$ cat src/rtl/vga_pkg.sv
// -----------------------------------------------------------------------------
// vga_pkg
// Shared definitions for the VGA raster timing generator.
//   - default 640x480@60 timing constants (active / porches / sync widths)
//   - derived line and frame totals (16-bit unsigned)
//   - default sync polarities (0 = active-low)
//   - vga_pins_t: the registered pin bundle driven by vga_timing_gen
//   - sync_level(): maps "inside sync window" to the pin level for a polarity
// -----------------------------------------------------------------------------
package vga_pkg;

   localparam logic [15:0] DEF_H_ACTIVE = 16'd640;
   localparam logic [15:0] DEF_H_FP     = 16'd16;
   localparam logic [15:0] DEF_H_SYNC   = 16'd96;
   localparam logic [15:0] DEF_H_BP     = 16'd48;

   localparam logic [15:0] DEF_V_ACTIVE = 16'd480;
   localparam logic [15:0] DEF_V_FP     = 16'd10;
   localparam logic [15:0] DEF_V_SYNC   = 16'd2;
   localparam logic [15:0] DEF_V_BP     = 16'd33;

   localparam logic [15:0] DEF_H_TOTAL = DEF_H_ACTIVE + DEF_H_FP + DEF_H_SYNC + DEF_H_BP;
   localparam logic [15:0] DEF_V_TOTAL = DEF_V_ACTIVE + DEF_V_FP + DEF_V_SYNC + DEF_V_BP;

   localparam logic DEF_HS_POL = 1'b0;
   localparam logic DEF_VS_POL = 1'b0;

   typedef struct packed {
      logic       hs;
      logic       vs;
      logic       de;
      logic [7:0] r;
      logic [7:0] g;
      logic [7:0] b;
   } vga_pins_t;

   // Pin level for a sync decode: the active level inside the window,
   // the idle (inverted) level outside it.
   function automatic logic sync_level(input logic in_window, input logic pol);
      return in_window ? pol : ~pol;
   endfunction

endpackage

$ cat src/rtl/vga_axis_counter.sv
// -----------------------------------------------------------------------------
// vga_axis_counter
// One raster axis: a 0..TOTAL-1 wrap counter with enable, plus the decodes
// that depend only on this axis.
//
// Parameters:
//   TOTAL       counts per period (counter wraps from TOTAL-1 to 0)
//   ACTIVE      first non-visible count
//   SYNC_START  first count inside the sync window
//   SYNC_END    first count after the sync window
//
// Ports:
//   clk      in   pixel clock
//   rst      in   synchronous active-high reset (value -> 0)
//   en       in   advance enable
//   value    out  16  counter register
//   wrap     out  1   high on the enabled cycle that takes value back to 0
//   active   out  1   value < ACTIVE
//   in_sync  out  1   SYNC_START <= value < SYNC_END
// -----------------------------------------------------------------------------
module vga_axis_counter #(
   parameter logic [15:0] TOTAL      = 16'd800,
   parameter logic [15:0] ACTIVE     = 16'd640,
   parameter logic [15:0] SYNC_START = 16'd656,
   parameter logic [15:0] SYNC_END   = 16'd752
) (
   input  logic        clk,
   input  logic        rst,
   input  logic        en,
   output logic [15:0] value,
   output logic        wrap,
   output logic        active,
   output logic        in_sync
);

   localparam logic [15:0] LAST = TOTAL - 16'd1;

   assign wrap    = en && (value == LAST);
   assign active  = (value < ACTIVE);
   assign in_sync = (value >= SYNC_START) && (value < SYNC_END);

   always_ff @(posedge clk) begin
      // NOTE: sequential state uses non-blocking assignments so every
      // register samples pre-edge values, independent of block ordering.
      if (rst) begin
         value <= '0;
      end else if (wrap) begin
         value <= '0;
      end else if (en) begin
         value <= value + 16'd1;
      end
   end

endmodule

$ cat src/rtl/vga_timing_gen.sv
// -----------------------------------------------------------------------------
// vga_timing_gen
// Raster timing generator. Publishes the raw pixel counters (x, y) to the
// pattern block, takes its combinational colour answer and emits registered,
// mutually aligned VGA pins one clock after the coordinates.
//
// Optional feature (compile-time macro VGA_TIMING_BLANK_EN):
//   defined   -> colour register loads 0 whenever the pixel is outside the
//                active area
//   undefined -> colour register loads r/g/b unconditionally
//
// Ports:
//   clk                  in   pixel clock (only clock)
//   rst                  in   synchronous active-high reset
//   x, y                 out  16  horizontal / vertical counter registers
//   sof                  out  1   start of frame, high while x==0 && y==0
//   r, g, b              in   8   colour for the current (x, y)
//   vga_hs, vga_vs       out  1   sync pins (polarity HS_POL / VS_POL)
//   vga_de               out  1   active-video enable
//   vga_r, vga_g, vga_b  out  8   registered colour
// -----------------------------------------------------------------------------
module vga_timing_gen
   import vga_pkg::*;
#(
   parameter logic [15:0] H_ACTIVE = DEF_H_ACTIVE,
   parameter logic [15:0] H_FP     = DEF_H_FP,
   parameter logic [15:0] H_SYNC   = DEF_H_SYNC,
   parameter logic [15:0] H_BP     = DEF_H_BP,
   parameter logic [15:0] V_ACTIVE = DEF_V_ACTIVE,
   parameter logic [15:0] V_FP     = DEF_V_FP,
   parameter logic [15:0] V_SYNC   = DEF_V_SYNC,
   parameter logic [15:0] V_BP     = DEF_V_BP,
   parameter logic        HS_POL   = DEF_HS_POL,
   parameter logic        VS_POL   = DEF_VS_POL
) (
   input  logic        clk,
   input  logic        rst,
   output logic [15:0] x,
   output logic [15:0] y,
   output logic        sof,
   input  logic [7:0]  r,
   input  logic [7:0]  g,
   input  logic [7:0]  b,
   output logic        vga_hs,
   output logic        vga_vs,
   output logic        vga_de,
   output logic [7:0]  vga_r,
   output logic [7:0]  vga_g,
   output logic [7:0]  vga_b
);

   localparam logic [15:0] H_TOTAL = H_ACTIVE + H_FP + H_SYNC + H_BP;
   localparam logic [15:0] V_TOTAL = V_ACTIVE + V_FP + V_SYNC + V_BP;

   localparam vga_pins_t PINS_RESET = '{
      hs: ~HS_POL, vs: ~VS_POL, de: 1'b0, r: 8'h00, g: 8'h00, b: 8'h00
   };

   logic      h_wrap, h_active, h_sync;
   logic      v_wrap_unused, v_active, v_sync;
   logic      de_c;
   vga_pins_t pins_next;
   vga_pins_t pins_q;

   vga_axis_counter #(
      .TOTAL      (H_TOTAL),
      .ACTIVE     (H_ACTIVE),
      .SYNC_START (H_ACTIVE + H_FP),
      .SYNC_END   (H_ACTIVE + H_FP + H_SYNC)
   ) u_h_counter (
      .clk     (clk),
      .rst     (rst),
      .en      (1'b1),
      .value   (x),
      .wrap    (h_wrap),
      .active  (h_active),
      .in_sync (h_sync)
   );

   // The vertical axis advances only on the horizontal wrap, so its own wrap
   // is automatically coincident with the end of the last line.
   vga_axis_counter #(
      .TOTAL      (V_TOTAL),
      .ACTIVE     (V_ACTIVE),
      .SYNC_START (V_ACTIVE + V_FP),
      .SYNC_END   (V_ACTIVE + V_FP + V_SYNC)
   ) u_v_counter (
      .clk     (clk),
      .rst     (rst),
      .en      (h_wrap),
      .value   (y),
      .wrap    (v_wrap_unused),
      .active  (v_active),
      .in_sync (v_sync)
   );

   assign de_c = h_active && v_active;
   assign sof  = (x == 16'd0) && (y == 16'd0);

   always_comb begin
      // NOTE: every field gets a value before any conditional override so
      // this block can never infer a latch.
      pins_next.hs = sync_level(h_sync, HS_POL);
      pins_next.vs = sync_level(v_sync, VS_POL);
      pins_next.de = de_c;
      pins_next.r  = r;
      pins_next.g  = g;
      pins_next.b  = b;
`ifdef VGA_TIMING_BLANK_EN
      if (!de_c) begin
         pins_next.r = 8'h00;
         pins_next.g = 8'h00;
         pins_next.b = 8'h00;
      end
`endif
   end

   // Single output stage shared by syncs, enable and colour keeps them
   // aligned with each other, one clock behind x/y.
   always_ff @(posedge clk) begin
      if (rst) begin
         pins_q <= PINS_RESET;
      end else begin
         pins_q <= pins_next;
      end
   end

   assign vga_hs = pins_q.hs;
   assign vga_vs = pins_q.vs;
   assign vga_de = pins_q.de;
   assign vga_r  = pins_q.r;
   assign vga_g  = pins_q.g;
   assign vga_b  = pins_q.b;

endmodule

$ cat config.mk
export PLATFORM = sky130hd
export DESIGN_NAME = vga_timing_gen
export DESIGN_NICKNAME = d
export VERILOG_FILES = /design/src/rtl/vga_pkg.sv /design/src/rtl/vga_axis_counter.sv /design/src/rtl/vga_timing_gen.sv
export SDC_FILE = /design/constraint.sdc
export NUM_CORES = 1
export LEC_CHECK = 0
export CORE_MARGIN = 2
export CORE_UTILIZATION = 24
export CTS_BUF_LIST = sky130_fd_sc_hd__clkbuf_2
export CTS_CLUSTER_DIAMETER = 50
export DETAILED_ROUTE_END_ITERATION = 6
export GPL_TIMING_DRIVEN = 0
export SLEW_MARGIN = 0
export SYNTH_ARGS = -nofsm -noshare
export SYNTH_HDL_FRONTEND = slang
export SYNTH_SLANG_ARGS = --single-unit
$ cat constraint.sdc
create_clock -name clk -period 2.44 [get_ports clk]
set_input_delay 0.366 -clock clk [delete_from_list [all_inputs] [get_ports clk]]
set_output_delay 0.366 -clock clk [all_outputs]
set_load 0.05 [all_outputs]
==> summary.md <==
| Metric | Value |
|---|---|
| Worst EP arrival | 2.21 ns |
| Yosys cell types | 43 |
| Tmin final | 2.575 ns |
| Hold Slack | 0.3902 ns |
| TritonCTS buffer count | 9 |
| DRT iter0 DRCs | 55 |
| CTS tree | done |
| RSZ-0062 raised after global routing | yes |
| Number of port buffers | 85 |
| Most frequent cell after synthesis | dfxtp_1 |
| Largest net degree at the start of global routing | 11 |
| Sequential area share after synthesis | 47.87% |
| Routed WL | 6613 um |
| Main combinational cell family by area after synthesis | simple AND/OR/NAND/NOR gates |
| Die width | 105.4 um |
| NumNets Final | 392 |
| Post-route DRC violation count | 0 |
| Top post-synthesis cells by count | dfxtp_1, nor2_1, nor2b_1, nand3_1, nand2_1 |
| # rows | 37 |
| Total core area | 10140 um^2 |
| R2R setup slack | 0.32 ns |
| Fillcell total | 1020 |
| Worst slew pin tran | 0.6303 ns |
| Max-Cap Viols | 0 |
| Longest Clk Path Bufs | 2 |
| Yosys top cell by area | dfxtp_1 |
| Final worst slack | -0.1352 ns |
| Simple-Gate Fraction of Synth Area | 33.11% |
| Worst rel slew slack | 57.82% |
| Vias per Instance | 4.462 |
| Setup TNS | -0.1352 ns |
| Status | complete, but fails checks |
| ANT nets after route | 0 |
| Post-synth EDFFs | 0 |
| Yosys reg bits | 59 |
| Cells after Synth | 261 |
| Clock Skew | 0.01809 ns |
| Worst vdd ir | 0.0002430 V |
| Die height | 105.4 um |
| Slew Limit Fails | 0 |
| Clock Latency Late Sink | 0.50 ns |
| Mux cell area share after synthesis | 0.8114% |
| Final Cycle Share | 105.5% |
| Total Routing Usage GR | 12.36% |
| Routed WL per cell | 13.17 um |
| Synth top area cells | dfxtp_1, nor2b_1, nor2_1 |
| Worst setup SP type | flop |
| Number of inserted diodes | 0 |
| Post-Syn Area | 2467 um^2 |
| Ys Warns | 0 |
| CTS Root Cell | clkbuf_2 |
| Initial antenna violation count | 0 |
| Xor-xnor portion of the synthesized cell area | 6.034% |
| Adder-cell share of the synthesized area | 2.535% |
| Compound-cell area share of the yosys netlist | 6.643% |
| Net Count, Synth | 292 |
| Reg clk slew, reported paths | 0.18 ns |
| Final hold violation count | 0 |
| DP HPWL | 4828 um |
| RePlAce Congestion | 0.7913 |
| Async set-or-reset flop fraction in the synthesized netlist | 0% |
| CTS sink cnt | 59 |
| Syn-to-layout area delta | 49.29% |
| Worst Setup End Kind | primary output |
| Initial core utilization | 24.34% |
| Setup Crit Path Kind | flop to primary output |
| WP data required | 2.07 ns |
| Die ar. | 11110 um^2 |
| P_leak | 0.001431 uW |
| Share of cells above drive strength 1 | 12.02% |
| Grt total ovfl | 0 |
| First-pass GRT wire length | 10740 um |
| Max frequency | 388.3 MHz |
| Failing checks | setup timing |
| Post-synth top flop | dfxtp_1 |
| H-tree depth | 3 |
| Pwr/cell area | 564.7 nW/um^2 |
| TritonRoute pass-1 iters | 5 |
| Vias in the first global route | 2115 |
| Post-CTS Hold Buffers | 0 |
| Crit path max fanout | 2 |
| Worst hold-check path type | primary input to flop |
| Top-area cell type share of the netlist area | 47.87% |
| DR vias | 2240 |
| Final setup viols | 1 |
| Avg Cell Area, Syn | 9.454 um^2 |
| Ports | 86 |
[flip-flops by register name, indices dropped and copies added (netlist names)]
register / count
u_h_counter.value: 16
vga_vs: 1
vga_g: 8
vga_de: 1
vga_b: 8
vga_hs: 1
u_v_counter.value: 16
vga_r: 8
[layout make-up]
class                   instances  area, um^2  area share [%]
clock inverters                 5       77.57           2.106
inverters                       8       30.03          0.8152
multi-input cells             184        1237           33.59
flip-flops and latches         59        1187           32.24
repair buffers                 89       882.1           23.95
well taps                     136       170.2           4.620
plain buffers                  10       43.79           1.189
clock buffers                  11       55.05           1.495
[metrics by stage]
| stage | utilization, % | instances | setup slack (ns) | power [uW] | area, um^2 |
|---|---|---|---|---|---|
| 4_1_cts | 36.33 | 502 | -0.1352 | 2114 | 3684 |
| 2_1_floorplan | - | 261 | 0.04123 | 1236 | 2482 |
| 5_1_grt | 36.33 | 502 | -0.2766 | 2177 | 3684 |
| 3_3_place_gp | 34.56 | 482 | -0.3789 | 1366 | 3503 |
| 6_report | 36.33 | 502 | -0.1352 | 2080 | 3684 |
| 3_5_place_dp | 34.56 | 482 | -0.4054 | 1371 | 3503 |
[timing repair]
item,in CTS,in global routing
setup buffers,4,0
setup endpoints to repair,1,1
pin swaps,3,0
resized for setup,13,0
[report_power, final]
| group | internal (uW) | switching, uW | total [uW] |
|---|---|---|---|
| sequential | 995 | 21.3 | 1020 |
| combinational | 134 | 199 | 332 |
| clock | 344 | 387 | 731 |
| total | 1470 | 607 | 2080 |
[placed cells by master, fill, tap and decap left out, drive strengths merged, types with 3 or more instances in the layout]
cell | Yosys | final
inv | 8 | 8
o21ai | 9 | 9
xnor2 | 8 | 8
nor3 | 8 | 8
nor2 | 27 | 27
or3 | 3 | 3
nor4 | 4 | 4
and3 | 10 | 10
a21oi | 8 | 8
and4 | 8 | 8
ha | 5 | 5
nand3 | 19 | 19
nor2b | 24 | 24
dfxtp | 59 | 59
nand2 | 10 | 10
a31oi | 3 | 3
clkdlybuf4s50 | 0 | 84
clkbuf | 5 | 16
xor2 | 9 | 9
nand4 | 7 | 7
buf | 5 | 10
[worst max-delay path, cell delays in order, from the launching register on]
cell and delay [ns]:
dfxtp_2 0.36, or4_4 0.54, nor3_4 0.22, nand2b_1 0.14, nor4_4 0.24, buf_6 0.21
[final timing paths]
kind,startpoint,end,depth (start not counted)
max,u_v_counter.value[15]$_SDFFE_PP0P_,sof,5
min reg2reg,u_h_counter.value[0]$_SDFF_PP0_,u_h_counter.value[0]$_SDFF_PP0_,1
max reg2reg,u_h_counter.value[0]$_SDFF_PP0_,u_v_counter.value[13]$_SDFFE_PP0P_,7
min,b[2],vga_b[2]$_SDFF_PP0_,2
[logic make-up after synthesis]
group | Yosys count
XOR/XNOR | 17
buffers and inverters | 18
flip-flops | 59
multiplexers | 2
AND/OR/NAND/NOR | 133
adder cells (fa/ha/maj) | 5
AO/OA/AOI/OAI | 27
[routing by layer]
layer / wire [um] / track usage, % / share of wire (%)
met4: 97 / 3.810 / 1.5
met1: 2982 / 15.13 / 45
met3: 408 / 5.009 / 6.2
met2: 3125 / 19.82 / 47
met5: 0 / 0 / 0
Note: power is estimated with default switching activity, not from simulation.
